`config.mk`:
```
export PLATFORM = sky130hd
export DESIGN_NAME = serial_add_ctrl
export DESIGN_NICKNAME = d
export VERILOG_FILES = /design/src/rtl/serial_add_ctrl.sv
export SDC_FILE = /design/constraint.sdc
export NUM_CORES = 1
export LEC_CHECK = 0
export BUFFER_PORTS_ARGS = -buffer_cell sky130_fd_sc_hd__buf_2
export CAP_MARGIN = 20
export CORE_MARGIN = 2
export CORE_UTILIZATION = 57
export CTS_CLUSTER_SIZE = 10
export DETAILED_ROUTE_END_ITERATION = 12
export PLACE_DENSITY_LB_ADDON = 0.3
export SLEW_MARGIN = 20
export SYNTH_ARGS = -nofsm -noshare
export SYNTH_HDL_FRONTEND = slang
export SYNTH_SLANG_ARGS = --single-unit
```
`constraint.sdc`:
```
create_clock -name clk -period 2.9 [get_ports clk]
set_clock_uncertainty 0.15 [all_clocks]
set_input_delay 0.145 -clock clk [delete_from_list [all_inputs] [get_ports clk]]
set_output_delay 0.145 -clock clk [all_outputs]
set_load 0.01 [all_outputs]
```
`src/rtl/serial_add_ctrl.sv`:
```
// Bit-serial adder controller: one 1-bit full-adder slice stepped over WIDTH bits, LSB first.
// Optional build macro SERIAL_ADD_SUB_EN adds a 'sub' input for two's-complement subtraction.
module serial_add_ctrl #(
  parameter int WIDTH = 8
) (
  input  logic             clk,
  input  logic             rst_n,
  input  logic             start,
`ifdef SERIAL_ADD_SUB_EN
  input  logic             sub,
`endif
  input  logic [WIDTH-1:0] a,
  input  logic [WIDTH-1:0] b,
  output logic             busy,
  output logic             done,
  output logic [WIDTH-1:0] sum,
  output logic             carry
);

  localparam int CW = (WIDTH > 1) ? $clog2(WIDTH) : 1;

  typedef enum logic [1:0] {
    S_IDLE  = 2'd0,
    S_SHIFT = 2'd1,
    S_DONE  = 2'd2
  } state_t;

  state_t           r_state;
  logic [WIDTH-1:0] r_aSr;
  logic [WIDTH-1:0] r_bSr;
  logic [WIDTH-1:0] r_res;
  logic             r_c;
  logic [CW-1:0]    r_cnt;

  logic             w_bitSum;
  logic             w_bitCarry;
  logic [WIDTH-1:0] w_resNext;
  logic [WIDTH-1:0] w_bLoad;
  logic             w_cInit;

  // The shared 1-bit adder slice; its sum bit enters the result register from the top.
  assign w_bitSum   = r_aSr[0] ^ r_bSr[0] ^ r_c;
  assign w_bitCarry = (r_aSr[0] & r_bSr[0]) | (r_aSr[0] & r_c) | (r_bSr[0] & r_c);
  assign w_resNext  = {w_bitSum, r_res[WIDTH-1:1]};

`ifdef SERIAL_ADD_SUB_EN
  // Subtraction is a + ~b + 1: invert B on load and preset the carry to 1.
  assign w_bLoad = sub ? ~b : b;
  assign w_cInit = sub;
`else
  assign w_bLoad = b;
  assign w_cInit = 1'b0;
`endif

  always_ff @(posedge clk or negedge rst_n) begin
    if (!rst_n) begin
      r_state <= S_IDLE;
      r_aSr   <= '0;
      r_bSr   <= '0;
      r_res   <= '0;
      r_c     <= 1'b0;
      r_cnt   <= '0;
      busy    <= 1'b0;
      done    <= 1'b0;
      sum     <= '0;
      carry   <= 1'b0;
    end else begin
      case (r_state)
        S_IDLE: begin
          if (start) begin
            r_aSr   <= a;
            r_bSr   <= w_bLoad;
            r_c     <= w_cInit;
            r_cnt   <= '0;
            r_res   <= '0;
            busy    <= 1'b1;
            r_state <= S_SHIFT;
          end
        end
        S_SHIFT: begin
          r_aSr <= r_aSr >> 1;
          r_bSr <= r_bSr >> 1;
          r_c   <= w_bitCarry;
          r_res <= w_resNext;
          r_cnt <= r_cnt + CW'(1);
          // sum/carry update only here, so they hold the previous result through SHIFT.
          if (r_cnt == CW'(WIDTH - 1)) begin
            sum     <= w_resNext;
            carry   <= w_bitCarry;
            busy    <= 1'b0;
            done    <= 1'b1;
            r_state <= S_DONE;
          end
        end
        S_DONE: begin
          done    <= 1'b0;
          r_state <= S_IDLE;
        end
        default: begin
          busy    <= 1'b0;
          done    <= 1'b0;
          r_state <= S_IDLE;
        end
      endcase
    end
  end

endmodule

```
# Yosys cells after proc, flatten, opt, wreduce, memory -nomap -nowiden
# Index checks and enable logic that the tools add are counted.
# W data, S select, Z words.
dict set report totals {
  reg_bits 41
  input_bits 19
  out_inout_bits 11
  word_cells 50
}
dict set report classes {
  bitwise 9
  n_reduce_logical 7
  n_eq_ne 5
  n_mux 18
  add_sub_neg 1
}
# cell n
set ops {}
lappend ops {{$pmux W8 S2} 3}
lappend ops {{$mux W8} 3}
lappend ops {{$reduce_and A2 Y1} 4}
lappend ops {{$pmux W3 S2} 1}
lappend ops {{$mux W1} 4}
lappend ops {{$mux W2} 2}
lappend ops {{$ne A2 B2 Y1 const B} 2}
lappend ops {{$pmux W1 S2} 2}
lappend ops {{$pmux W2 S2} 1}
lappend ops {{$add A3 B1 Y3 const B} 1}
lappend ops {{$and A1 B1 Y1} 3}
lappend ops {{$eq A3 B3 Y1 const B} 1}
lappend ops {{$mux W3} 1}
lappend ops {{$pmux W1 S3} 1}
lappend ops {{$reduce_and A3 Y1} 1}
lappend ops {{$eq A2 B1 Y1 const B} 1}
lappend ops {{$eq A2 B2 Y1 const B} 1}
lappend ops {{$logic_not A2 Y1} 1}
lappend ops {{$not A1 Y1} 2}
lappend ops {{$or A1 B1 Y1} 2}
lappend ops {{$reduce_bool A2 Y1} 1}
lappend ops {{$xor A1 B1 Y1} 2}

# Longest topological paths before layout
# Gate-level depths: netlist (run 1).
dict set report depth {
  ltp_word 4
  ltp_mapped 5
  depth_no_buf 5
}

# Worst setup path after synthesis (run 1)
# OpenSTA, ideal clock, no wires.
dict set report synth_path {
  path_type {register to register}
  from {register r_cnt[0]}
  to {register carry}
  slack_ps 1382
  synth_period_minus_slack_ps 1518
  n_path_buf 0
  arrival_time_ps 1243
  required_time_ps 2625
  path_stages_with_launch 5
  setup_time_ps 125
  path_cell_list {dfrtp_1 > ha_1 > ha_1 > nand2_4 > mux2_4}
}
dict set report synth_between {
  elab_chain_cells 2
}
# element line_no
set synth_rtl {}
lappend synth_rtl {{start: declaration} 33} ;# logic [CW-1:0] r_cnt;
lappend synth_rtl {{start signal: assignment} 85} ;# r_cnt <= r_cnt + CW'(1);
lappend synth_rtl {{$eq A3 B3 Y1} 87} ;# if (r_cnt == CW'(WIDTH - 1)) begin
lappend synth_rtl {{$reduce_and A2 Y1 (no line)} -}
lappend synth_rtl {{end signal: assignment} 89} ;# carry <= w_bitCarry;
lappend synth_rtl {{end: declaration} 17} ;# output logic carry
# No other way between the ends.
# A chain may end at the register's enable or synchronous reset.

# Final worst setup path (run 1)
dict set report layout_path {
  from {register r_state[0]}
  to {register sum[2]}
}
dict set report layout_between {
  elab_chain_cells 2
}
# element line_no
set layout_rtl {}
lappend layout_rtl {{start: declaration} 28} ;# state_t r_state;
lappend layout_rtl {{start signal: assignment} 57} ;# r_state <= S_IDLE;
lappend layout_rtl {{start signal: assignment} 77} ;# r_state <= S_SHIFT;
lappend layout_rtl {{start signal: assignment} 92} ;# r_state <= S_DONE;
lappend layout_rtl {{$eq A2 B1 Y1} 68} ;# case (r_state)
lappend layout_rtl {{$reduce_and A2 Y1 (no line)} -}
lappend layout_rtl {{end signal: assignment} 88} ;# sum <= w_resNext;
lappend layout_rtl {{end: declaration} 16} ;# output logic [WIDTH-1:0] sum,
# No other way between the ends.

==> results of run 1 <==
cells in the mapped netlist:
cell       n  area, um2
dfrtp_1   40       1001
nor3_1    27      135.1
o22ai_1   14      87.58
a22o_1    10      87.58
mux2_4     9      135.1
nor2_1     9      33.78
o21ai_0    6      30.03
buf_2      5      25.02
o32ai_1    5      43.79
buf_4      3      22.52
inv_1      3      11.26
nand2_1    3      11.26
clkbuf_1   2      7.510
ha_1       2      25.02
a21oi_1    1      5.000
fa_1       1      20.02
mux2i_1    1      10.01
nand2_4    1      11.26
nand2b_2   1      8.760
nand2b_4   1      13.76
nand3_1    1      5.000
nor2b_1    1      6.260
nor2b_4    1      13.76
o21bai_1   1      7.510
or2_2      1      6.260
worst max-delay path: cells and delay by family, from the launching register on:
kind	cells	cell delay, ns
flip-flops	1	0.52
AND/OR/NAND/NOR	2	0.54
multiplexers	1	0.33
sequential cells by signal, indices dropped and copies added, names as in the netlist, 2 cells and up:
name,flops
sum,8
r_state,2
r_bSr,8
r_res,7
r_aSr,8
r_cnt,3
report_power, final:
group / internal (mW) / switching [mW]
Clock: 0.115 / 0.168
Combinational: 0.425 / 0.398
Sequential: 0.813 / 0.199
final cells by class:
type | instances | area, um2
sequential | 40 | 1001
fill | 228 | 908.4
multi-input combinational | 96 | 696.9
timing repair buffer | 43 | 282.8
clock buffer | 6 | 51.30
tap | 33 | 41.29
inverter | 3 | 11.26
clock inverter | 2 | 10.01
through the flow:
stage | power, mW | hold WS [ns]
floorplan | 1.608 | -0.3006
global placement | 1.784 | 0.1441
detailed placement | 1.833 | 0.1451
CTS | 2.132 | 0.01544
global route | 2.293 | 0.0009076
finish | 2.119 | 0.005403
cells by family (layout without fill, tap and decap cells):
family	Yosys count	in the layout	share of synthesized area (%)
flip-flops	40	40	56.74
AND/OR/NAND/NOR	46	46	13.90
multiplexers	10	10	8.227
AO/OA/AOI/OAI	37	37	14.82
adder cells (fa/ha/maj)	3	3	2.553
buffers and inverters	13	54	3.759
layer usage:
layer  track usage (%)  up-vias  wire length [um]
met5                 0        -                 0
met4             7.619        0                32
met3             7.205        4               132
met2             38.78       34              1778
met1             26.11      626              1523
li1                  -      637                 -
what timing repair did:
action	CTS	global route
endpoints found under the hold margin	52	0
hold buffers	13	0
endpoints found under the setup margin	0	0
path summary, 6_finish.rpt:
| kind | slack [ns] | endpoint | cells past startpoint | start |
|---|---|---|---|---|
| worst max-delay path | 1.25 | sum[2] | 3 | r_state[0] |
| worst min-delay path | 0.005 | r_aSr[5] | 3 | a[5] |
| worst max register to register | 1.25 | sum[2] | 3 | r_state[0] |
| worst min register to register | 0.37 | done | 2 | done |
| max in group asynchronous | 1.78 | r_bSr[5] | 2 | rst_n |
| min in group asynchronous | 0.29 | sum[4] | 2 | rst_n |
==> impl_metrics.yaml, run 1 <==
layout:
  nets: 211
  final_common_cell: "dfrtp_1"
  area_delta_synth_final_pct: 18.72
  fin_cells: 223
  drive_gt1_share_pct: 27.37
  final_cell_mix: "40 x dfrtp_1, 29 x buf_2, 27 x nor3_1, 14 x o22ai_1, 13 x dlygate4sd3_1"
  n_antenna_cell: 0
  final_core_util_pct: 69.75
  final_area_um2: 2095
floorplanning:
  dieArea_um2: 3556
  pin_count: 30
  die_h_um: 59.64
  fp-row-count: 20
  coreArea_um2: 3003
  initial_utilization_pct: 58.75
  die_w_um: 59.64
cts:
  post_cts_resized: 0
  cts_buffers: 5
  cts_setup_buffers: 0
  cts_tree: "yes"
  cts_root_buf: "clkbuf_4"
  clk-insertion-delay-late_ns: 0.34
  clock_path_buffers: 2
  clkTransAtPathRegs_ns: 0.11
  h-tree-depth: 2
  clkSinkCount: 40
setup_path:
  path_max_fanout: 11
  critPathLaunchType: "flip-flop"
  required_ns: 2.98
  arrival_ns: 1.73
  endpoint_kind: "flip-flop"
  crit_chain: "nor2b_4 -> nand2_4 -> mux2_4"
  slowest_delay_ns: 0.52
  timing_worst_setup_path_type: "reg -> reg"
  cp_slowest_cell: "dfrtp_1"
grt:
  grt_pass1_vias: 1321
  grt_pass1_wl_mm: 5.858
  grt_max_degree: 41
  antenna_found_initial: 0
  grt_usage_pct: 22.40
  gr-total-overflow: 0
timing:
  maxSlewHeadroom_pct: 43.62
  setup_violations: 0
  layout_setup_ws_ns: 1.246
  fin_crit_ns: 1.654
  worst_pin_slew_ns: 0.8456
  maxSlewViolCount: 0
  period_share_pct: 57.03
  rsz0062_at_grt: "no"
  max_freq_ghz: 0.6046
  hold_violations: 0
  tns_ns: 0
synthesis:
  ys_ff_latch: 40
  synthesis.area_um2: 1764
  yosysSeqAreaShare_pct: 56.74
  synthDistinctLibCells: 25
  netlist_instances: 149
  syn_nets: 171
  synth_warnings: 0
  synth_area_per_cell_um2: 11.84
outcome:
  outcome: "finished clean"
drt:
  via_per_inst: 5.834
  vias: 1301
  routedWlPerCell_um: 15.55
  drc: 0
  antenna_left: 0
  routed_wl_mm: 3.467
  drt-initial-drc-count: 73
  first_pass_iters: 4
placed_design:
  dpl.hpwl_mm: 2.239
  place_area_um2: 1903
  post-place-cells: 202
  dp_slack_ns: 1.296
  gp_congestion: 0.7136
  portBuffers: 29
power_and_ir_drop:
  power.leakage_nw: 0.9931
  ir_worst_vdd_mv: 0.5101
  power.density_nw_per_um2: 1012
job:
  cap_violations: 0
min_path:
  worstHoldPathType: "in -> reg"
Power figures use the tool's default switching activity.
==> run 2: changes to the inputs <==
Settings changed: CORE_UTILIZATION 57 to 49.
Clock period 2.9 ns to 1.5 ns, I/O delays scaled along.
==> run 2 against run 1 <==
  * Register-to-register slack worse by 1.2 ns
  * Fmax is 12% higher
  * Power is 110% higher
  * Via count is 7.4% higher
  * Clock power is 140% higher
  * Global-route usage is 2.0 points lower
  * Core utilization is 1.5 points lower
  * Worst setup slack worse by 1.2 ns
  * Critical endpoint is now sum[6]
  * Highest routed layer unchanged
==> impl_metrics.yaml, run 2 (synthesis results as in run 1) <==
power_and_ir_drop:
  power.density_nw_per_um2: 1944
  ir_worst_vdd_mv: 1.095
  power.leakage_nw: 1.079
timing:
  rsz0062_at_grt: "yes"
  maxSlewHeadroom_pct: 67.45
  fin_crit_ns: 1.478
  maxSlewViolCount: 0
  period_share_pct: 98.54
  max_freq_ghz: 0.6765
  hold_violations: 0
  worst_pin_slew_ns: 0.4882
  setup_violations: 0
grt:
  grt_max_degree: 41
  grt_pass1_wl_mm: 6.348
  grt_pass1_vias: 1313
  antenna_found_initial: 0
  gr-total-overflow: 0
  grt_usage_pct: 20.42
drt:
  drc: 0
  top_layer: "met4"
  via_per_inst: 5.522
  met3_wirelength_um: 191
  routedWlPerCell_um: 15.18
  routed_wl_mm: 3.840
  first_pass_iters: 4
  wl_met2_mm: 1.953
  antenna_left: 0
  drt-initial-drc-count: 75
  met1Wirelength_mm: 1.630
  vias: 1397
floorplanning:
  coreArea_um2: 3390
  initial_utilization_pct: 52.05
  dieArea_um2: 4097
  pin_count: 30
  die_w_um: 64.01
  die_h_um: 64.01
  fp-row-count: 21
placed_design:
  post-place-cells: 223
  gp_congestion: 0.7456
  portBuffers: 29
  place_area_um2: 1982
  dpl.hpwl_mm: 2.418
layout:
  fin_cells: 253
  n_antenna_cell: 0
  final_area_um2: 2315
  area.sequential_um2: 1001
  nets: 228
  fillCellCount: 260
  final_common_cell: "dfrtp_1"
  final_cell_mix: "40 x dfrtp_1, 28 x buf_2, 27 x nor3_1, 18 x dlygate4sd3_1, 14 x o22ai_1"
  multi_input_area_um2: 743.2
  drive_gt1_share_pct: 32.37
  area_delta_synth_final_pct: 31.21
  reg_top3: "r_aSr (8), r_bSr (8), sum (8)"
setup_path:
  required_ns: 1.59
  arrival_ns: 1.57
  critPathLaunchType: "flip-flop"
  r2r_cells: 4
  timing_worst_setup_path_type: "reg -> reg"
  path_max_fanout: 5
  endpoint_kind: "flip-flop"
job:
  cap_violations: 0
cts:
  clk-insertion-delay-late_ns: 0.34
  clkTransAtPathRegs_ns: 0.12
  clock_path_buffers: 2
  cts_buffers: 5
  h-tree-depth: 2
  cts_root_buf: "clkbuf_4"
  clkSinkCount: 40
  cts_tree: "yes"
outcome:
  outcome: "finished clean"
min_path:
  worstHoldPathType: "in -> async"
run 2: metrics by stage:
stage	worst slack (ns)	utilization, %	TNS [ns]	hold WS (ns)	total power [mW]
final	0.02190	68.29	0	0.1493	4.500
after floorplan	0.01179	-	0	-0.3706	3.115
after global routing	-0.005965	68.29	-0.007652	0.1803	4.815
after global placement	0.006471	58.47	0	0.001338	3.528
after CTS	0.01233	67.33	0	0.1562	4.473
after detailed placement	-0.03807	58.47	-0.3077	0.009654	3.648
run 2: where the power goes:
group | internal [mW] | switching [mW] | total (mW)
sequential | 1.57 | 0.379 | 1.95
combinational | 0.986 | 0.873 | 1.86
clock | 0.350 | 0.341 | 0.691
run 2: critical path, stage by stage, from the launching register on:
cell and delay, ns:
dfrtp_1 0.40, ha_2 0.20, ha_4 0.20, nand2_4 0.11
mux2_4 0.30
run 2: area by class of cell:
class | count | area share [%]
clock buffers | 6 | 1.784
clock inverters | 2 | 1.514
repair buffers | 59 | 18.22
inverters | 3 | 0.6486
well taps | 46 | 2.486
multi-input cells | 97 | 32.11
flip-flops and latches | 40 | 43.24
run 2: final timing paths:
path | start | to | slack [ns]
setup / recovery | r_cnt[1] | sum[6] | 0.02
min in group clk | done | done | 0.35
max in group asynchronous | rst_n | r_bSr[2] | 0.71
hold reg to reg | done | done | 0.35
setup reg to reg | r_cnt[1] | sum[6] | 0.02
hold / removal | rst_n | sum[0] | 0.15
run 2: per-layer routing:
metal	global-route usage, %	up-vias
met5	0	-
met4	7.609	0
met3	5.282	8
met2	32.94	45
met1	26.46	675
li1	-	669
run 2: what timing repair did:
action,CTS,global route
pin swaps,1,2
buffers inserted,1,2
cloned,1,0
hold buffers,18,0
endpoints found under the hold margin,57,0
endpoints found under the setup margin,10,10
gates resized for setup,4,5
==> run 3: changes to the inputs <==
Settings changed: GPL_TIMING_DRIVEN set to 0.
==> run 3 against run 2 <==
  * Final cell count did not move
  * Wire length is 2.5% lower
  * Non-clock buffer count did not move
  * Flip-flop and latch count stayed put
  * Fmax increased by 0.68%
  * Largest cell class unchanged
  * Clock power decreased by 19%
  * Global-route usage about the same
  * Core utilization fell by 0.33 points
  * Combinational power is essentially flat
  * Power fell by 2.5%
  * First-iteration DRC count grew 12%
==> impl_metrics.yaml, run 3 (synthesis results as in run 1) <==
timing:
  rsz0062_at_grt: "yes"
  setup_violations: 0
  tns_ns: 0
  worst_pin_slew_ns: 0.8544
  layout_setup_ws_ns: 0.03181
  max_freq_ghz: 0.6811
  maxSlewHeadroom_pct: 43.04
  fin_crit_ns: 1.468
  timing.hold.ws_ns: 0.03171
  hold_violations: 0
  maxSlewViolCount: 0
  period_share_pct: 97.88
placed_design:
  post-place-cells: 224
  gp_congestion: 0.8545
  dpl.hpwl_mm: 2.453
  place_area_um2: 1969
  dp_slack_ns: -0.07834
  portBuffers: 29
cts:
  cts_buffers: 5
  clock_path_buffers: 2
  clk-insertion-delay-late_ns: 0.34
  cts_tree: "yes"
  cts_root_buf: "clkbuf_4"
  h-tree-depth: 2
  clkSinkCount: 40
  clkTransAtPathRegs_ns: 0.11
setup_path:
  crit_chain: "ha_2 -> ha_4 -> nand2_8 -> mux2_4"
  cp_slowest_cell: "dfrtp_1"
  slowest_delay_ns: 0.40
  required_ns: 1.58
  crit_family: "flip-flops"
  endpoint_kind: "flip-flop"
  r2r_cells: 4
  arrival_ns: 1.55
  critPathLaunchType: "flip-flop"
  path_max_fanout: 5
  crit_buf_inv: 0
  timing_worst_setup_path_type: "reg -> reg"
  path_depth: 4
drt:
  routed_wl_mm: 3.745
  antenna_left: 0
  drt-initial-drc-count: 84
  drc: 0
  via_per_inst: 5.518
  routedWlPerCell_um: 14.80
  first_pass_iters: 4
  vias: 1396
grt:
  grt_max_degree: 41
  grt_pass1_wl_mm: 6.499
  grt_usage_pct: 20.38
  antenna_found_initial: 0
  gr-total-overflow: 0
  grt_pass1_vias: 1369
layout:
  drive_gt1_share_pct: 32.37
  final_cell_mix: "38 x dfrtp_1, 30 x buf_2, 27 x nor3_1, 17 x dlygate4sd3_1, 14 x o22ai_1"
  final_common_cell: "dfrtp_1"
  n_antenna_cell: 0
  area_delta_synth_final_pct: 30.57
  reg_top3: "r_aSr (8), r_bSr (8), sum (8)"
  final_area_um2: 2303
  final_core_util_pct: 67.96
  nets: 228
  fin_cells: 253
min_path:
  worstHoldPathType: "in -> reg"
  whs_path_depth: 4
power_and_ir_drop:
  total_power_mw: 4.386
  ir_worst_vdd_mv: 0.9542
  power.leakage_nw: 1.060
  power.density_nw_per_um2: 1904
outcome:
  outcome: "finished clean"
floorplanning:
  dieArea_um2: 4097
  fp-row-count: 21
  coreArea_um2: 3390
  initial_utilization_pct: 52.05
  die_h_um: 64.01
  pin_count: 30
  die_w_um: 64.01
job:
  cap_violations: 0
[run 3: cell count changes in the layout (fill, tap and decap cells not counted), sizes merged]
cell,before,now
clkbuf,7,12
buf,40,38
bufinv,1,0
clkinv,1,0
clkinvlp,1,0
dlygate4sd3,18,17
inv,2,3
[run 3: cell type report]
type,count,area (um2)
clock buffers,8,58.81
inverters,3,11.26
repair buffers,49,337.8
plain buffers,10,70.07
multi-input cells,97,764.5
well taps,46,57.56
fillers,253,1086
flip-flops and latches,40,1003
[run 3: layer usage]
| metal | track usage (%) | vias up | share of wire (%) |
|---|---|---|---|
| met3 | 4.401 | 5 | 3.9 |
| met5 | 0 | - | 0 |
| li1 | - | 666 | - |
| met1 | 26.46 | 691 | 43 |
| met2 | 33.98 | 34 | 52 |
| met4 | 6.522 | 0 | 1.1 |
[run 3: final timing paths]
| kind | startpoint | to | slack (ns) |
|---|---|---|---|
| max | r_cnt[0] | sum[1] | 0.03 |
| min | start | r_bSr[7] | 0.03 |
| max reg2reg | r_cnt[0] | sum[1] | 0.03 |
| min reg2reg | done | done | 0.35 |
| max in group asynchronous | rst_n | r_state[0] | 0.38 |
| min in group asynchronous | rst_n | sum[2] | 0.23 |
[run 3: worst min-delay path, stage by stage]
cell     delay [ns]
buf_2          0.15
nor2_1         0.12
o21ai_0        0.08
o21ai_0        0.06
[run 3: report_power, final]
part | internal (mW) | switching [mW]
sequential | 1.58 | 0.372
clock | 0.232 | 0.330
combinational | 0.992 | 0.885
total | 2.80 | 1.59
[run 3: repair_timing]
| item | CTS | global route |
|---|---|---|
| setup endpoints to repair | 10 | 31 |
| cloned | 1 | 0 |
| hold buffers | 17 | 0 |
| gates resized for setup | 5 | 13 |
| pin swaps | 1 | 1 |
| hold endpoints to repair | 56 | 0 |
| buffers inserted | 1 | 2 |
